<file path="src/rtl/regfile_write_arbiter_pkg.sv">
`default_nettype none
// ============================================================================
// Module   : regfile_write_arbiter_pkg
// Purpose  : Shared widths, requester index type and write-request record
//            for the two-port register-file write arbiter.
// Revision : 1.0 - initial release
// ============================================================================
package regfile_write_arbiter_pkg;

  localparam int DEF_DATA_W = 20;
  localparam int DEF_ADDR_W = 4;

  // Index of a requester port
  typedef enum logic {
    REQ0 = 1'b0,
    REQ1 = 1'b1
  } req_idx_t;

  // One write request as presented by a requester
  typedef struct packed {
    logic                  valid;
    logic [DEF_ADDR_W-1:0] addr;
    logic [DEF_DATA_W-1:0] data;
  } wr_req_t;

endpackage
`default_nettype wire

</file>
<file path="src/rtl/regfile_write_arbiter_rr_arbiter2.sv">
`default_nettype none
// ============================================================================
// Module   : rr_arbiter2
// Purpose  : Two-way combinational grant with last-grant round-robin pointer.
//            Define RF_ARB_FIXED_PRIO_EN for fixed priority (requester 0 wins,
//            no pointer).
// Revision : 1.0 - initial release
// ============================================================================
module rr_arbiter2
  import regfile_write_arbiter_pkg::*;
(
  input  logic     clk,
  input  logic     rst_n,
  input  logic     hold,
  input  logic     valid0,
  input  logic     valid1,
  output logic     grant0,
  output logic     grant1,
  output req_idx_t grant_idx
);

`ifndef RF_ARB_FIXED_PRIO_EN
  req_idx_t last_grant;

  // Pointer moves only when a grant (i.e. a transfer) actually happens
  always_ff @(posedge clk or negedge rst_n) begin
    if (!rst_n) begin
      last_grant <= REQ1;
    end else if (grant0) begin
      last_grant <= REQ0;
    end else if (grant1) begin
      last_grant <= REQ1;
    end
  end
`endif

  // Grant decision; grants imply valid so every grant is a transfer
  always_comb begin
    grant0 = 1'b0;
    grant1 = 1'b0;
    if (rst_n && !hold) begin
      if (valid0 && valid1) begin
`ifdef RF_ARB_FIXED_PRIO_EN
        grant0 = 1'b1;
`else
        if (last_grant == REQ1) begin
          grant0 = 1'b1;
        end else begin
          grant1 = 1'b1;
        end
`endif
      end else begin
        grant0 = valid0;
        grant1 = valid1;
      end
    end
  end

  assign grant_idx = grant1 ? REQ1 : REQ0;

endmodule
`default_nettype wire

</file>
<file path="src/rtl/regfile_write_arbiter.sv">
`default_nettype none
// ============================================================================
// Module   : regfile_write_arbiter
// Purpose  : Arbitrates two register-file write requesters onto one write
//            port with a single registered output stage (latency 1).
//            Macro RF_ARB_FIXED_PRIO_EN selects fixed priority arbitration.
// Revision : 1.0 - initial release
// ============================================================================
module regfile_write_arbiter
  import regfile_write_arbiter_pkg::*;
#(
  parameter int DATA_W = DEF_DATA_W,
  parameter int ADDR_W = DEF_ADDR_W
) (
  input  logic              clk,
  input  logic              rst_n,
  input  logic              hold,
  input  logic              req0_valid,
  input  logic [ADDR_W-1:0] req0_addr,
  input  logic [DATA_W-1:0] req0_data,
  input  logic              req1_valid,
  input  logic [ADDR_W-1:0] req1_addr,
  input  logic [DATA_W-1:0] req1_data,
  output logic              req0_ready,
  output logic              req1_ready,
  output logic              wr_enable,
  output logic [ADDR_W-1:0] wr_register,
  output logic [DATA_W-1:0] wr_data,
  output logic              wr_src
);

  logic     grant0;
  logic     grant1;
  req_idx_t grant_idx;

  rr_arbiter2 u_arb (
    .clk       (clk),
    .rst_n     (rst_n),
    .hold      (hold),
    .valid0    (req0_valid),
    .valid1    (req1_valid),
    .grant0    (grant0),
    .grant1    (grant1),
    .grant_idx (grant_idx)
  );

  assign req0_ready = grant0;
  assign req1_ready = grant1;

  // Output stage: capture only on a grant, otherwise pulse ends and
  // address/data keep their last values
  always_ff @(posedge clk or negedge rst_n) begin
    if (!rst_n) begin
      wr_enable   <= 1'b0;
      wr_register <= '0;
      wr_data     <= '0;
      wr_src      <= 1'b0;
    end else if (grant0 || grant1) begin
      wr_enable   <= 1'b1;
      wr_register <= grant1 ? req1_addr : req0_addr;
      wr_data     <= grant1 ? req1_data : req0_data;
      wr_src      <= grant_idx;
    end else begin
      wr_enable   <= 1'b0;
    end
  end

endmodule
`default_nettype wire

</file>
<file path="config.mk">
export PLATFORM = sky130hd
export DESIGN_NAME = regfile_write_arbiter
export DESIGN_NICKNAME = d
export VERILOG_FILES = /design/src/rtl/regfile_write_arbiter_pkg.sv /design/src/rtl/regfile_write_arbiter_rr_arbiter2.sv /design/src/rtl/regfile_write_arbiter.sv
export SDC_FILE = /design/constraint.sdc
export NUM_CORES = 1
export LEC_CHECK = 0
export ABC_AREA = 1
export CAP_MARGIN = 25
export CORE_ASPECT_RATIO = 1.25
export CORE_MARGIN = 2
export CORE_UTILIZATION = 40
export CTS_CLUSTER_DIAMETER = 50
export DETAILED_ROUTE_END_ITERATION = 16
export DONT_BUFFER_PORTS = 1
export GPL_TIMING_DRIVEN = 0
export SLEW_MARGIN = 20
export SYNTH_ARGS = -nofsm -noshare
export SYNTH_HDL_FRONTEND = slang
export SYNTH_SLANG_ARGS = --single-unit
</file>
<file path="constraint.sdc">
create_clock -name clk -period 1.5 [get_ports clk]
set_input_delay 0.15 -clock clk [delete_from_list [all_inputs] [get_ports clk]]
set_output_delay 0.15 -clock clk [all_outputs]
set_load 0.05 [all_outputs]
</file>
# == Word level (Yosys, flattened, before mapping) ==
# Index checks and enable logic that the tools add are counted.
# word_totals
regBits,27
word_cells,22
# op_classes
muxes,12
reduce_logical,5
# op_table
op,count
20-bit two-way mux,1
1-bit two-way mux,10
4-bit two-way mux,1
1-bit logical AND,2
2-bit nonzero test,1
1-bit logical NOT,1
1-bit logical OR,1

# == Longest topological paths before layout ==
# logic_depth
word_depth,5
ltp_mapped,7
depth_no_buf,6

# == Cells and area by module ==
# From an unflattened synthesis, not the netlist that was laid out.
# unflattened
cells_unflattened,199
area_unflattened_um2,1396.3
# by_module_without_submodules
module,area_per_inst_um2,n_inst,seq_area_each_um2,cells_each
regfile_write_arbiter,1306.3,1,650.6,185
rr_arbiter2,90.1,1,26.3,14

# == Worst setup path after synthesis ==
# OpenSTA, ideal clock, no wires.
# synth_timing
path_type,reg2out
from,register u_arb.last_grant
to,output req0_ready
path_stages_with_launch,3
setup_slack_ns,0.018
arrival_ns,1.332
n_path_buf,0
cell_sequence,dfstp_2 -> inv_1 -> a21oi_1
# synth_between
elab_chain_len,3
# synth_rtl
item,line_no,text
from (decl),regfile_write_arbiter_rr_arbiter2.sv:23,req_idx_t last_grant;
from (signal assigned),regfile_write_arbiter_rr_arbiter2.sv:28,last_grant <= REQ1;
from (signal assigned),regfile_write_arbiter_rr_arbiter2.sv:30,last_grant <= REQ0;
from (signal assigned),regfile_write_arbiter_rr_arbiter2.sv:32,last_grant <= REQ1;
1-bit two-way mux,regfile_write_arbiter_rr_arbiter2.sv:46,if (last_grant == REQ1) begin
1-bit two-way mux,regfile_write_arbiter_rr_arbiter2.sv:42,if (valid0 && valid1) begin
1-bit two-way mux,regfile_write_arbiter_rr_arbiter2.sv:41,if (rst_n && !hold) begin
to (decl),regfile_write_arbiter.sv:24,"output logic req0_ready,"
# Every way passes these cells.

# == Worst setup path in the final report ==
# layout_timing
from,register u_arb.last_grant
to,output req1_ready
# layout_between
elab_chain_len,3
# layout_rtl
item,line_no,text
1-bit two-way mux,regfile_write_arbiter_rr_arbiter2.sv:46,
1-bit two-way mux,regfile_write_arbiter_rr_arbiter2.sv:42,
1-bit two-way mux,regfile_write_arbiter_rr_arbiter2.sv:41,
to (decl),regfile_write_arbiter.sv:25,"output logic req1_ready,"
# Every way passes these cells.

==> summary.txt <==
Placed Cells = 240
Comb power frac = 0.184
HPWL Detailed = 2790 um
Final hold viol count = 0
Largest net degree at the start of global routing = 28
Top delay family on crit path = flip-flops
H-tree levels = 1
Number of port buffers = 0
Slowest-stage cell, CP = dfstp_2
WL per Instance = 16.6 um
Crit path depth = 3
IR Drop Worst-Case VDD = 0.594 mV
Area of the multi-input gates = 672 um2
Synth Cell Area = 1550 um2
Synth cell types = 17
Kind of critical path = flop to output port
Buffers and inverters on the worst path = 1
Worst slew margin = 0.649
Overall die area = 4380 um2
Total CTS buffers = 3
Clk sinks = 27
Max Freq = 695 MHz
Crit end category = output port
CTS tree = done
Final Critical Period = 1.44 ns
Final net count = 262
Syn_nets = 253
Router iterations before antenna repair = 2
Final setup fails = 0
CP Launch Type = flop
Pwr Density = 1320 nW/um2
Core area = 3750 um2
Crit share post-route = 0.959
Final hold slack = 0.0105 ns
Setup WS pre-CTS = -0.129 ns
Switching power = 1.04 mW
FF/Latch Area = 677 um2
DR DRC count = 0
GRT Overall Usage = 0.199
CP max stage delay = 0.57 ns
First DRT Iteration DRCs = 40
Placer Congestion = 0.819
Internal = 1.21 mW
Clock Latency Late Sink = 0.27 ns
Sequential power share = 0.633
Crit path max fanout = 7
Syn avg cell area = 7.73 um2
Sw Share = 0.463
Clk root buf = clkbuf_8
RSZ-0062 raised after global routing = no
Yosys top cell area share = 0.421
Ant diodes = 0
Crit-path cells = nand2_4 > nand3_4 > clkinvlp_4
Yosys warnings = 0
Slew Viols, Final = 0
Worst-path clk slew = 0.09 ns
Synth Instances = 200
Worst Path Required = 1.35 ns
Die Span X = 59.6 um
Remaining antenna violation count = 0
Final WS setup = 0.0621 ns
Die Y = 73.5 um
Hold Crit Depth = 2
Final Skew = 0.00184 ns
Leakage = 0.899 nW
Critical path data arrival time = 1.29 ns
Clock share of power = 0.183
Tightest Pin Transition = 0.526 ns
Max-Cap Viols = 0
First-pass GRT wire length = 6670 um
Io pins = 81
Hold Path Class = input port to flop
Layout area overhead = 10.4%
Sequential share of the synthesized area = 0.438
Routed wire length = 4110 um
Synth area leader = dfrtp_1
Synth area leaders = dfrtp_1 42%, nand3_1 16%, nand2_1 12%
Finished Core Util = 0.455
Power, Total = 2.26 mW
Clock buffer depth = 2
Fraction of layout cells with a size suffix above 1 = 0.139
Fillers = 405
Via count = 1352
Num rows = 25
Status = finished clean
Number of synthesized register bits = 27
Initial Utilization = 0.412
Vias/cell = 5.45
Length in cells of the worst reg-to-reg path = 6
Antenna violations before repair = 0
Global route overflow = 0
Non-Filler Instances = 248
Via count of the first global-routing pass = 1439
-- state kept, by name, summed over array words and instances, names as in the netlist --
register	count
wr_src	1
u_arb.last_grant	1
wr_register	4
wr_enable	1
wr_data	20
-- layout make-up --
cell class                      instances  share of cell area
Multi-Input combinational cell        130               0.394
Timing Repair Buffer                    5              0.0323
Tap cell                               40              0.0293
Buffer                                 14              0.0579
Clock buffer                            4              0.0264
Sequential cell                        27               0.397
Inverter                               28              0.0638
-- cells by family after synthesis --
group	after synthesis	share of synthesized area
and+or+nand+nor	128	0.416
buffers and inverters	43	0.139
DFF	27	0.438
AOI/OAI and AO/OA	2	0.00647
-- power groups by stage --
stage | Combinational [mW] | Sequential [mW] | Clock (mW)
finish | 0.415 | 1.43 | 0.413
global route | 0.492 | 1.45 | 0.456
CTS | 0.419 | 1.43 | 0.437
detailed placement | 0.384 | 1.44 | 0
global placement | 0.378 | 1.44 | 0
floorplan | 0.323 | 1.42 | 0
-- worst reg2reg max path: stages, from the launching register on --
cell	delay (ns)
dfstp_2	0.57
nand2_4	0.09
nand3_4	0.12
buf_4	0.18
buf_6	0.15
nand3_1	0.08
nand2_1	0.07
-- per-layer routing --
metal,GRT usage,wire length [um],up-vias,share of wire
li1,-,-,680,-
met1,0.236,1640,615,0.40
met2,0.349,2100,53,0.51
met3,0.0563,340,4,0.083
met4,0.0494,31,0,0.0075
met5,0,0,-,0
-- path summary, 6_finish.rpt --
path / start / end / slack [ns]
max: u_arb.last_grant / req1_ready / 0.06
max in group asynchronous: rst_n / u_arb.last_grant / 0.95
min reg2reg: u_arb.last_grant / u_arb.last_grant / 0.58
min in group asynchronous: rst_n / wr_data[10] / 0.32
min: req0_data[14] / wr_data[14] / 0.01
max reg2reg: u_arb.last_grant / wr_data[18] / 0.20
-- layout by cell type, fill, tap and decap left out, types with 2 or more instances in the layout --
cell type / count
buf_2: 4
buf_4: 7
buf_6: 3
clkbuf_1: 3
clkbuf_8: 3
dfrtp_1: 26
dlygate4sd3_1: 2
inv_1: 25
inv_2: 2
nand2_1: 49
nand2_4: 2
nand3_1: 49
nand3_2: 2
nand4_1: 24
-- stage by stage --
stage,cell area (um2),setup TNS [ns]
floorplan,1550,0
global route,1710,0
finish,1710,0
global placement,1600,-0.118
detailed placement,1600,-0.129
CTS,1700,0
-- cell usage after synthesis (all sizes together) --
cell     n
nand2   51
nand4   24
nor2     1
inv     28
o21ai    1
buf     13
dfrtp   26
nand3   52
a21oi    1
dfstp    1
clkbuf   2
-- timing repair --
action	in CTS	in global routing
hold buffers	2	1
endpoints found under the setup margin	2	0
gates resized for setup	5	0
endpoints found under the hold margin	27	1
setup buffers	2	0
(Power assumes the default switching activity.)
